===== src/rtl/demux_sel_seq.sv =====
// demux_sel_seq: steps the 2x4 demux select through enabled channels with a programmable dwell
module demux_sel_seq #(
  parameter int DWELL_W = 8
) (
  input  logic               clk,
  input  logic               rst_n,
  input  logic               start,
  input  logic               stop,
  input  logic               mode,
  input  logic [3:0]         ch_mask,
  input  logic [DWELL_W-1:0] dwell,
  output logic               enable,
  output logic [1:0]         sel,
  output logic               busy,
  output logic               done
);
  typedef enum logic [1:0] {IDLE, ACTIVE, DONE} state_t;
  localparam logic [DWELL_W-1:0] ONE = DWELL_W'(1);
  state_t st, nst;
  logic [3:0] mask_q;
  logic mode_q, up_ok;
  logic [DWELL_W-1:0] cnt, ncnt, rld, rld_in;
  logic [1:0] nsel, lo_in, lo_q, up;
  assign rld_in = (dwell == '0) ? '0 : dwell - ONE;
  always_comb begin
    lo_in = '0;
    lo_q = '0;
    up = '0;
    up_ok = 1'b0;
    for (int i = 3; i >= 0; i--) begin
      if (ch_mask[i]) lo_in = 2'(i);
      if (mask_q[i]) lo_q = 2'(i);
      if (mask_q[i] && i > int'(sel)) begin
        up = 2'(i);
        up_ok = 1'b1;
      end
    end
  end
  always_comb begin
    nst = st;
    nsel = sel;
    ncnt = cnt;
    case (st)
      IDLE: if (start) begin
        nst = |ch_mask ? ACTIVE : DONE;
        nsel = lo_in;
        ncnt = rld_in;
      end
      ACTIVE: if (stop || (cnt == '0 && !up_ok && !mode_q)) begin
        nst = DONE;
        nsel = '0;
      end else if (cnt == '0) begin
        nsel = up_ok ? up : lo_q;
        ncnt = rld;
      end else ncnt = cnt - ONE;
      default: begin
        nst = IDLE;
        nsel = '0;
      end
    endcase
  end
  always_ff @(posedge clk) begin
    if (!rst_n) begin
      st <= IDLE;
      sel <= '0;
      cnt <= '0;
      rld <= '0;
      mask_q <= '0;
      mode_q <= 1'b0;
      enable <= 1'b0;
      busy <= 1'b0;
      done <= 1'b0;
    end else begin
      st <= nst;
      sel <= nsel;
      cnt <= ncnt;
      enable <= nst == ACTIVE;
      busy <= nst == ACTIVE;
      done <= nst == DONE;
      if (st == IDLE && start) begin
        mask_q <= ch_mask;
        mode_q <= mode;
        rld <= rld_in;
      end
    end
  end
endmodule


===== config.mk =====
export PLATFORM = sky130hd
export DESIGN_NAME = demux_sel_seq
export DESIGN_NICKNAME = d
export VERILOG_FILES = /design/src/rtl/demux_sel_seq.sv
export SDC_FILE = /design/constraint.sdc
export NUM_CORES = 1
export LEC_CHECK = 0
export CAP_MARGIN = 10
export CORE_ASPECT_RATIO = 1.4
export CORE_MARGIN = 2
export CORE_UTILIZATION = 52
export CTS_BUF_LIST = sky130_fd_sc_hd__clkbuf_4 sky130_fd_sc_hd__clkbuf_8 sky130_fd_sc_hd__clkbuf_16
export DETAILED_ROUTE_END_ITERATION = 8
export GPL_ROUTABILITY_DRIVEN = 0
export PLACE_DENSITY = 0.82
export SETUP_SLACK_MARGIN = 0.3
export SYNTH_ARGS = -nofsm -noshare
export SYNTH_HDL_FRONTEND = slang
export SYNTH_SLANG_ARGS = --single-unit
export TNS_END_PERCENT = 30

===== constraint.sdc =====
create_clock -name clk -period 3.2 [get_ports clk]
set_input_delay 0.64 -clock clk [delete_from_list [all_inputs] [get_ports clk]]
set_output_delay 0.64 -clock clk [all_outputs]
set_load 0.01 [all_outputs]

Word-level counts from Yosys, hierarchy flattened
Cells that the tools add are included.

Flip-flop bits (word level): 27. Input bits: 17. Output and inout bits: 5. Word-level logic and storage cells: 63.

Add/sub/neg operators: 2. Magnitude comparators: 3. Eq/ne operators: 6. Mux-type cells: 28. Reductions and logical operators: 16.

Operators with widths (count): two-way mux 2 bit (18); two-way mux 8 bit (4); logical NOT 8 bit (2); case mux 8 bit (2 select lines) (1); subtractor 8 x 1 -> 8 bit, second input constant (2); case mux 2 bit (2 select lines) (2); logical AND 1 bit (6); == test 2 x 1 -> 1 bit, second input constant (2); greater-than comparator 2 bit, first input constant (2); inequality test 2 bit, second input constant (2); OR reduction 4 bit (1); two-way mux 1 bit (3); inequality test 3 bit, second input constant (1); AND reduction 3 bit (1); == test 2 bit, second input constant (1); greater-than comparator 1 x 2 -> 1 bit, first input constant (1); logical NOT 1 bit (2); logical NOT 2 bit (1); AND reduction 2 bit (1); nonzero test 2 bit (1); logical OR 1 bit (1).

Logic depth before layout (Yosys ltp)
Gate-level depths: netlist of the first run.

Depth after elaboration: 12. Depth in mapped cells: 9. Mapped depth without buffers: 7.

Least setup slack after synthesis of the first run
OpenSTA, ideal clock, no wires.

Kind: reg-to-reg. Start point: register cnt[0]. End point: register cnt[3]. Library setup time: 0.119 ns. Arrival time: 2.141 ns. Data required time: 3.081 ns. Setup slack: 0.941 ns. Stages on the path, launching flop included: 10. Path buffers: 2. Period minus slack after synthesis: 2.259 ns. Cells stage by stage: dfxtp_1 inv_1 ha_1 or3b_1 or2_0 buf_2 o31a_1 or2_0 buf_2 o221a_1.

Longest elaborated chain between the ends: 6. Elaborated cells on any way between the ends: 10. Those cells by class: add/sub: 1; eq/ne: 1; mux: 3; reduce/logical: 5.

RTL lines: start: declaration (RTL line 22) `logic [DWELL_W-1:0] cnt, ncnt, rld, rld_in;`; start signal: assignment (RTL line 76) `cnt <= ncnt;`; parallel branches: the longest is 6 deep, another holds subtractor 8 x 1 -> 8 bit.

Several ways; the timed one is not identified. The select of a mux whose other input is x is not followed. A chain may end at the register's enable or synchronous reset.

Worst setup path after layout of the first run
Same ends and word-level chain as after synthesis.

==> parameters.txt, run 1 <==
Parameter                              Value

Status
  Run status ... finished clean

STA
  RSZ-0062 raised after global routing ... false
  Max Transition Viols Final ... 0
  Post-route clock period utilization ... 0.838
  Accumulated negative setup slack ... 0 ns
  Actual transition at the worst max-transition pin ... approximately 0.80 ns
  Upper clock frequency limit ... 0.373 GHz
  Final Skew ... about 0.0050 ns
  Post-route minimum period ... approximately 2.7 ns
  Count of final setup violators ... 0
  Relative slew slack ... 0.463
  Hold Violations, Final ... 0

Worst setup path
  Data arrival, critical path ... around 2.9 ns
  Crit path from ... cnt[0]
  Data required time of the critical path ... approximately 3.4 ns
  Launch instance of the worst register-to-register path ... cnt[0]
  Element type at the critical path start ... register
  Worst setup path category ... reg2reg
  Crit-path max FO ... 8
  Endpoint kind of the worst setup timing path ... register

Logic synthesis
  Most frequently used flop master after synthesis ... dfxtp_1
  Most common cell in the netlist ... nand2_1
  Post-synthesis cell area ... 1630 sq um
  Largest family of logic cells by synthesized area ... compound AO/OA/AOI/OAI gates
  Largest area contributor in the synthesized netlist ... dfxtp_1
  Synthesis Warnings ... 0
  Mux share of post-synthesis cell area ... 0.0391
  Synthesized Nets ... ~230
  Share of flip-flops with an asynchronous set or reset after synthesis ... 0
  Ranking of synthesized cells by instance count ... 28 x nand2_1, 27 x dfxtp_1, 16 x nor2_1
  Synthesized netlist cell count ... between 200 and 250
  Cell types with the largest area share after synthesis ... dfxtp_1 33%, nand2_1 6.4%, a21boi_0 4.1%, o21ai_0 4.0%, a21oi_1 3.7%
  Share of Yosys cell area claimed by the top area cell type ... 0.331
  Synth Area per Inst ... around 7.8 sq um
  Part of the Yosys area used for sequential elements ... 0.331
  Synth Area in Simple Gates ... 0.229
  Xor-xnor portion of the synthesized cell area ... 0.0161
  Flop and latch count out of synthesis ... 27
  Adder-cell area share of the yosys netlist ... 0.0230
  Distinct cell type count of the synthesized netlist ... 47
  Compound-gate portion of the synthesized area ... 0.311
  Number of flops mapped to enable cells by yosys ... 0

Finish
  Number of fill cells in the layout ... roughly 290
  Number of diodes added for antenna fixing ... 0
  Final Instance Count excl. Fillers ... approximately 260
  Seq. cell area ... between 500 and 600 sq um
  Multi-input gate area ... 1010 sq um
  Area growth from synthesis to layout ... 16.3%
  Share of final-layout standard cells stronger than drive strength 1 ... 0.0495
  Layout Nets ... roughly 240

Routing
  Vias ... roughly 1600
  DRC viols ... 0
  Routed length per instance ... around 16 um
  Via-to-Cell Ratio ... 6.15
  Number of design-rule violations left by the first detailed-router iteration ... 85
  Post-detailed-route count of antenna-violating nets ... 0
  Total wire length ... 4090 um
  DR pass1 iterations ... 4

Pwr
  Max VDD drop ... between 300 and 400 uV
  Part of the total power dissipated in combinational logic ... 0.319
  Power Dens Cells ... ~480 nW/um^2
  Switch share ... 0.338
  Sum of internal, switching and leakage power ... about 910 uW
  Internal power of the cells ... about 600 uW
  Switching power of the nets ... 308 uW
  Sequential share of power ... 0.453
  Leak ... between 0.7 and 0.8 nW
  Clock power frac ... 0.228

Clocking
  Sinks on the clock net ... 27
  Buffers from clock root to sink, at most ... 2
  Clock-pin slew of the registers on the worst-case setup and hold paths ... roughly 0.090 ns
  Clock tree from TritonCTS ... built
  Clock insertion delay at the later pin of the skew report ... roughly 0.28 ns
  Cts repair resizes ... 0
  H-tree depth ... 1
  Num CTS Buffers ... 3
  Post-CTS Hold Fix Bufs ... 0
  Library cell used as clock root buffer ... clkbuf_8
  Setup repair bufs after CTS ... 0

Floorplan
  Overall die area ... 3610 sq um
  Core region area ... ~3100 sq um
  Vertical die dimension ... 70.3 um
  Number of primary I/O pins ... 22
  Std-Cell Rows ... 24
  Chip width ... ~50 um
  Initial standard-cell utilization of the core ... 0.533

GRT
  Total congestion overflow after global routing ... 0
  Number of antenna violations at the first check in global routing ... 0
  Global-route wire length before repair ... around 6700 um
  Pin count of the biggest net entering global routing ... 25
  Overall global routing resource usage ... 0.242
  Number of global-route vias before repair ... about 1500

Placed design
  Placed Cells incl. Taps ... between 200 and 300
  IO Port Bufs ... 21
  Half-perimeter wire length of the detailed placement result ... about 2800 um

Hold path
  Launch point of the worst hold path ... rld[2]
  Worst min-delay path class ... reg2reg

Run
  Max-cap violation count ... 0
[sequential cells by signal (all words and copies together), names as in the netlist]
register,flops
st,2
mask_q,4
mode_q,1
cnt,8
rld,8
done,1
busy,1
sel,2
[worst paths after layout]
check	to	slack [ns]	cells past startpoint
hold / removal	rld[2]	0.48	2
setup / recovery	cnt[3]	0.52	7
setup reg to reg	cnt[3]	0.52	7
hold reg to reg	rld[2]	0.48	2
[cell type report]
class	instances	share of cell area
sequential	27	0.285
timing repair buffer	23	0.119
clock buffer	4	0.0257
inverter	7	0.0139
tap	39	0.0257
multi-input combinational	161	0.531
[power groups by stage]
stage                     sequential [mW]  clock [mW]  combinational (mW)
after floorplan                     0.408           0               0.209
after global placement              0.418           0               0.279
after detailed placement            0.418           0               0.285
after global routing                0.418       0.216               0.320
after CTS                           0.411       0.208               0.288
final                               0.412       0.208               0.290
[per-layer routing]
layer  track usage  vias up  wire, um
li1              -      790         -
met1         0.294      745      1690
met2         0.414       59      2080
met3        0.0235       10       226
met4         0.123        0        93
met5             0        -         0
[worst max-delay path: stages, from the launching register on]
cell and delay, ns:
dfxtp_1 0.38, inv_1 0.10, ha_1 0.19, or3b_1 0.47, or2_0 0.41, o31a_1 0.32, or2_0 0.39, o221a_1 0.32
[cell families (layout without fill, tap and decap cells)]
group / Yosys count / after routing
XOR/XNOR: 3 / 3
buffers and inverters: 20 / 34
AND/OR/NAND/NOR: 77 / 77
adder cells (fa/ha/maj): 3 / 3
multiplexers: 6 / 6
AO/OA/AOI/OAI: 72 / 72
flip-flops: 27 / 27
[cells in the final DEF (no fill, tap or decap), types with 6 or more instances in the layout]
cell / instances
o211a_1: 6
dfxtp_1: 27
nor2_1: 16
o21ai_0: 13
a21boi_0: 9
nand2_1: 28
a21oi_1: 12
o221ai_1: 6
clkdlybuf4s50_1: 21
inv_1: 7
[per-stage QoR]
step | utilization | hold slack, ns | cell area, sq um | setup slack [ns]
floorplan | - | 0.438 | 1630 | 0.941
global placement | 0.603 | 0.461 | 1850 | 0.500
detailed placement | 0.603 | 0.471 | 1850 | 0.435
CTS | 0.619 | 0.484 | 1900 | 0.556
global route | 0.619 | 0.499 | 1900 | 0.338
finish | 0.619 | 0.480 | 1900 | 0.520
Power figures use the tool's default switching activity.
==> run 2, diff against run 1 <==
clock period = 2.7 ns   (was 3.2 ns; I/O delays follow)
==> run 2 against run 1 <==
  * Sequential power increased by 19%
  * Cell area increased by 3.0%
  * Clock-buffer cell count decreased by 1
  * Largest cell class unchanged
  * Largest power group unchanged
==> parameters.txt, run 2 (synthesis gave the netlist of run 1 again) <==
Parameter                              Value

GRT
  Number of global-route vias before repair ... 1540 (was 1464)
  Overall global routing resource usage ... 0.252 (was 0.242)
  Number of antenna violations at the first check in global routing ... 0 (unchanged)
  Total congestion overflow after global routing ... 0 (unchanged)
  Pin count of the biggest net entering global routing ... 23 (was 25)
  Global-route wire length before repair ... 6990 um (was 6730 um)

Clocking
  Sinks on the clock net ... 27 (unchanged)
  Setup repair bufs after CTS ... 0 (unchanged)
  H-tree depth ... 1 (unchanged)
  Library cell used as clock root buffer ... clkbuf_8 (unchanged)
  Clock-pin slew of the registers on the worst-case setup and hold paths ... 0.10 ns (was 0.09 ns)
  Buffers from clock root to sink, at most ... 2 (unchanged)
  Clock tree from TritonCTS ... built (unchanged)
  Clock insertion delay at the later pin of the skew report ... 0.28 ns (about the same)
  Num CTS Buffers ... 3 (unchanged)

Routing
  Vias ... 1654 (was 1604)
  Via-to-Cell Ratio ... 6.17 (was 6.15)
  Routed length per instance ... 15.6 um (was 15.7 um)
  Post-detailed-route count of antenna-violating nets ... 0 (unchanged)
  DR pass1 iterations ... 5 (was 4)
  Total wire length ... 4170 um (was 4090 um)
  DRC viols ... 0 (unchanged)
  Number of design-rule violations left by the first detailed-router iteration ... 59 (was 85)

Worst setup path
  Data arrival, critical path ... 2.58 ns (was 2.85 ns)
  Element type at the critical path start ... register (unchanged)
  Slowest stage cell, crit path ... or3b_4 (was or3b_1)
  Buffer and inverter count on the worst path ... 2 (was 1)
  Endpoint kind of the worst setup timing path ... register (unchanged)
  Endpoint of the most critical register-to-register path ... cnt[2] (was cnt[3])
  Worst setup path category ... reg2reg (unchanged)
  Data required time of the critical path ... 2.93 ns (was 3.37 ns)
  Worst reg-to-reg setup slack ... 0.35 ns (was 0.52 ns)
  Launch instance of the worst register-to-register path ... cnt[0] (unchanged)
  Largest delay contributor family on the critical path ... compound AO/OA/AOI/OAI gates (was simple AND/OR/NAND/NOR gates)
  Crit-path max FO ... 11 (was 8)
  Number of cells traversed by the worst register-to-register path ... 8 (was 7)
  CP max stage delay ... 0.44 ns (was 0.47 ns)
  Critical path, cell by cell ... inv_1 -> ha_1 -> or3b_4 -> or2_0 -> o31a_1 -> buf_4 -> o221ai_1 -> o211a_1 (was inv_1 -> ha_1 -> or3b_1 -> or2_0 -> o31a_1 -> or2_0 -> o221a_1)

STA
  Hold Violations, Final ... 0 (unchanged)
  Post-route clock period utilization ... 0.872 (was 0.838)
  Relative slew slack ... 0.695 (was 0.463)
  Upper clock frequency limit ... 0.425 GHz (was 0.373 GHz)
  Post-route minimum period ... 2.35 ns (was 2.68 ns)
  Actual transition at the worst max-transition pin ... 0.454 ns (was 0.803 ns)
  Max Transition Viols Final ... 0 (unchanged)
  Accumulated negative setup slack ... 0 ns (unchanged)
  Final Skew ... 0.00569 ns (was 0.00500 ns)
  RSZ-0062 raised after global routing ... true (was false)
  Count of final setup violators ... 0 (unchanged)

Finish
  Share of final-layout standard cells stronger than drive strength 1 ... 0.0873 (was 0.0495)
  Commonest non-fill, non-tap cell in the layout ... nand2_1 (unchanged)
  Top Registers ... cnt: 8 flops, rld: 8 flops, mask_q: 4 flops (unchanged)
  Number of fill cells in the layout ... 280 (was 286)
  Seq. cell area ... 541 sq um (unchanged)
  Layout Nets ... 250 (was 243)
  Multi-input gate area ... 1010 sq um (about the same)
  Number of diodes added for antenna fixing ... 0 (unchanged)
  Commonest cells after routing, fill and taps aside ... 28 x nand2_1, 27 x dfxtp_1, 21 x clkdlybuf4s50_1 (unchanged)
  Area growth from synthesis to layout ... 19.8% (was 16.3%)

Pwr
  Leak ... 0.775 nW (was 0.745 nW)
  Max VDD drop ... 354 uV (was 304 uV)
  Part of the total power dissipated in combinational logic ... 0.331 (was 0.319)
  Internal power of the cells ... 717 uW (was 603 uW)
  Switching power of the nets ... 369 uW (was 308 uW)
  Clock power frac ... 0.218 (was 0.228)
  Power Dens Cells ... 556 nW/um^2 (was 480 nW/um^2)
  Sum of internal, switching and leakage power ... 1.09 mW (was 911 uW)
  Sequential share of power ... 0.451 (was 0.453)
  Switch share ... 0.340 (was 0.338)

Status
  Run status ... finished clean (unchanged)

Placed design
  Half-perimeter wire length of the detailed placement result ... 3020 um (was 2840 um)
  IO Port Bufs ... 21 (unchanged)

Floorplan
  Core region area ... 3060 sq um (unchanged)
  Vertical die dimension ... 70.3 um (unchanged)
  Std-Cell Rows ... 24 (unchanged)
  Number of primary I/O pins ... 22 (unchanged)
  Chip width ... 51.3 um (unchanged)
  Overall die area ... 3610 sq um (unchanged)
  Initial standard-cell utilization of the core ... 0.533 (unchanged)

Hold path
  Worst min-delay path class ... reg2reg (unchanged)
  Launch point of the worst hold path ... rld[2] (unchanged)
  End of the worst hold path ... rld[2] (unchanged)
  Hold path depth ... 2 (unchanged)

Run
  Max-cap violation count ... 0 (unchanged)
run 2: worst min-delay path: stages (launching register included):
cell	delay (ns)
dfxtp_1	0.32
nand2_1	0.05
a21boi_0	0.06
run 2: per-stage QoR:
stage / cells / util / setup WS (ns) / instance area, sq um / hold slack (ns)
after floorplan: 208 / - / 0.441 / 1630 / 0.438
after global placement: 264 / 0.621 / 0.180 / 1900 / 0.447
after detailed placement: 264 / 0.621 / 0.0852 / 1900 / 0.451
after CTS: 268 / 0.636 / 0.315 / 1950 / 0.464
after global routing: 268 / 0.638 / 0.243 / 1950 / 0.502
final: 268 / 0.638 / 0.346 / 1950 / 0.462
run 2: what timing repair did:
action	CTS	global route
gates resized for setup	1	2
endpoints found under the setup margin	6	9
pin swaps	0	0
hold buffers	0	0
run 2: per-layer routing:
metal / vias to the layer above / share of wire / track usage
li1: 804 / - / -
met1: 782 / 0.41 / 0.292
met2: 55 / 0.51 / 0.437
met3: 13 / 0.048 / 0.0256
met4: 0 / 0.031 / 0.143
met5: - / 0 / 0
run 2: worst max-delay path by stage:
stage / from / endpoint / slack (ns) / cells after the start
global placement: dwell[0] / cnt[6] / 0.18 / 8
finish: cnt[0] / cnt[2] / 0.35 / 8
detailed placement: dwell[1] / cnt[7] / 0.09 / 6
global route: dwell[1] / cnt[7] / 0.24 / 6
CTS: cnt[0] / cnt[3] / 0.31 / 7
floorplan: cnt[0] / cnt[3] / 0.44 / 9
run 2: layout make-up:
class                   instances  share of cell area
well taps                      39              0.0250
multi-input cells             161               0.518
inverters                       7              0.0134
clock inverters                 1             0.00384
repair buffers                 30               0.142
clock buffers                   3              0.0211
flip-flops and latches         27               0.277
run 2: power groups by stage:
stage | logic, mW | clock network (mW) | registers, mW
global route | 0.403 | 0.254 | 0.497
floorplan | 0.247 | 0 | 0.483
finish | 0.359 | 0.237 | 0.490
detailed placement | 0.347 | 0 | 0.497
CTS | 0.348 | 0.240 | 0.488
global placement | 0.339 | 0 | 0.496
==> run 3, diff against run 2 <==
CORE_MARGIN = unset   (was 2)
==> run 3 against run 2 <==
  * Sequential cell count unchanged
  * Via count up 0.54%
  * Clock-buffer cell count unchanged
  * Register-to-register slack better by 0.04 ns
  * Die area down 6.6%
  * Critical path type is now in2reg
  * Largest power group unchanged
==> parameters.txt, run 3 (synthesis gave the netlist of run 1 again) <==
Parameter                              Value

Clocking
  Clock-pin slew of the registers on the worst-case setup and hold paths ... 0.09 ns (was 0.10 ns)
  Clock insertion delay at the later pin of the skew report ... 0.28 ns (about the same)
  Clock tree from TritonCTS ... built (unchanged)
  Sinks on the clock net ... 27 (unchanged)
  Buffers from clock root to sink, at most ... 2 (unchanged)
  Setup repair bufs after CTS ... 0 (unchanged)
  Library cell used as clock root buffer ... clkbuf_8 (unchanged)
  Num CTS Buffers ... 3 (unchanged)
  H-tree depth ... 1 (unchanged)
  Post-CTS Hold Fix Bufs ... 0 (unchanged)

Pwr
  Clock power frac ... 0.216 (was 0.218)
  Part of the total power dissipated in combinational logic ... 0.333 (was 0.331)
  Max VDD drop ... 351 uV (was 354 uV)
  Internal power of the cells ... 715 uW (was 717 uW)
  Sequential share of power ... 0.451 (about the same)
  Power Dens Cells ... 558 nW/um^2 (was 556 nW/um^2)
  Leak ... 0.774 nW (was 0.775 nW)
  Switching power of the nets ... 369 uW (about the same)
  Sum of internal, switching and leakage power ... 1.08 mW (was 1.09 mW)
  Switch share ... 0.340 (about the same)

Worst setup path
  Worst setup path category ... in2reg (was reg2reg)
  Number of cells traversed by the worst register-to-register path ... 8 (unchanged)
  Endpoint kind of the worst setup timing path ... register (unchanged)
  Data required time of the critical path ... 2.88 ns (was 2.93 ns)
  Element type at the critical path start ... input port (was register)
  Crit-path max FO ... 5 (was 11)
  Data arrival, critical path ... 2.54 ns (was 2.58 ns)

Placed design
  IO Port Bufs ... 21 (unchanged)
  Half-perimeter wire length of the detailed placement result ... 3130 um (was 3020 um)

Floorplan
  Std-Cell Rows ... 23 (was 24)
  Chip width ... 49.3 um (was 51.3 um)
  Vertical die dimension ... 68.3 um (was 70.3 um)
  Core region area ... 2940 sq um (was 3060 sq um)
  Overall die area ... 3370 sq um (was 3610 sq um)
  Number of primary I/O pins ... 22 (unchanged)
  Initial standard-cell utilization of the core ... 0.556 (was 0.533)

STA
  Post-route clock period utilization ... 0.872 (about the same)
  RSZ-0062 raised after global routing ... false (was true)
  Post-route minimum period ... 2.35 ns (about the same)
  Final Skew ... 0.00270 ns (was 0.00569 ns)
  Max Transition Viols Final ... 0 (unchanged)
  Relative slew slack ... 0.660 (was 0.695)
  Count of final setup violators ... 0 (unchanged)
  Upper clock frequency limit ... 0.425 GHz (about the same)
  Actual transition at the worst max-transition pin ... 0.509 ns (was 0.454 ns)
  Hold Violations, Final ... 0 (unchanged)
  Accumulated negative setup slack ... 0 ns (unchanged)

Finish
  Top Registers ... cnt: 8 flops, rld: 8 flops, mask_q: 4 flops (unchanged)
  Commonest cells after routing, fill and taps aside ... 28 x nand2_1, 27 x dfxtp_1, 21 x clkdlybuf4s50_1 (unchanged)
  Area growth from synthesis to layout ... 19.0% (was 19.8%)
  Commonest non-fill, non-tap cell in the layout ... nand2_1 (unchanged)
  Number of diodes added for antenna fixing ... 0 (unchanged)
  Seq. cell area ... 541 sq um (unchanged)
  Share of final-layout standard cells stronger than drive strength 1 ... 0.0833 (was 0.0873)
  Number of fill cells in the layout ... 290 (was 280)
  Layout Nets ... 249 (was 250)
  Multi-input gate area ... 1010 sq um (unchanged)

Routing
  Via-to-Cell Ratio ... 6.28 (was 6.17)
  DRC viols ... 0 (unchanged)
  Number of design-rule violations left by the first detailed-router iteration ... 50 (was 59)
  Post-detailed-route count of antenna-violating nets ... 0 (unchanged)
  DR pass1 iterations ... 4 (was 5)
  Routed length per instance ... 16.1 um (was 15.6 um)
  Total wire length ... 4260 um (was 4170 um)
  Vias ... 1663 (was 1654)

GRT
  Number of global-route vias before repair ... 1607 (was 1540)
  Pin count of the biggest net entering global routing ... 23 (unchanged)
  Number of antenna violations at the first check in global routing ... 0 (unchanged)
  Global-route wire length before repair ... 7110 um (was 6990 um)
  Overall global routing resource usage ... 0.279 (was 0.252)
  Total congestion overflow after global routing ... 0 (unchanged)

Run
  Max-cap violation count ... 0 (unchanged)

Status
  Run status ... finished clean (unchanged)

Hold path
  Worst min-delay path class ... reg2reg (unchanged)
  Hold path depth ... 2 (unchanged)
-- run 3: cell count changes in the layout (fill, tap and decap cells not counted) --
cell,previous run,this run
clkinvlp_4,1,0
clkinv_2,0,1
buf_4,9,8
-- run 3: cell type report --
| class | count | area share |
|---|---|---|
| multi-input cells | 161 | 0.521 |
| flip-flops and latches | 27 | 0.278 |
| repair buffers | 29 | 0.139 |
| well taps | 37 | 0.0238 |
| clock buffers | 3 | 0.0213 |
| inverters | 7 | 0.0135 |
| clock inverters | 1 | 0.00258 |
-- run 3: what timing repair did --
| item | CTS | global route |
|---|---|---|
| setup endpoints to repair | 6 | 6 |
| endpoints found under the hold margin | 0 | 0 |
| gates cloned | 0 | 0 |
| resized for setup | 2 | 1 |
-- run 3: path summary, 6_finish.rpt --
path | start | slack [ns] | endpoint
max reg2reg | cnt[0] | 0.39 | cnt[1]
min reg2reg | mode_q | 0.48 | mode_q
min | mode_q | 0.48 | mode_q
max | dwell[1] | 0.35 | rld[5]
-- run 3: worst max-delay path, stage by stage --
cell and delay [ns]:
clkdlybuf4s50_1 0.45, or4_1 0.63, o21a_1 0.21, o21ai_0 0.31, buf_4 0.17, o21ai_0 0.05
and2_1 0.16
-- run 3: power groups by stage --
stage	Combinational, mW	Sequential (mW)	Clock [mW]
6_report	0.361	0.489	0.234
4_1_cts	0.354	0.488	0.238
3_5_place_dp	0.347	0.497	0
5_1_grt	0.396	0.495	0.252
2_1_floorplan	0.247	0.483	0
3_3_place_gp	0.338	0.496	0
-- run 3: metrics by stage --
step	instance area (sq um)	instances	setup slack [ns]	hold WS, ns	util
after floorplan	1630	208	0.441	0.438	-
after global placement	1890	261	0.0722	0.451	0.644
after detailed placement	1890	261	0.0519	0.470	0.644
after CTS	1940	265	0.348	0.482	0.661
after global routing	1940	265	0.305	0.510	0.662
final	1940	265	0.347	0.480	0.662
-- run 3: per-layer routing --
layer,GRT usage,vias to the layer above,wire length [um]
met1,0.290,787,1740
met5,0,-,0
met4,0.180,0,145
met2,0.534,60,2220
met3,0.0267,13,143
li1,-,803,-
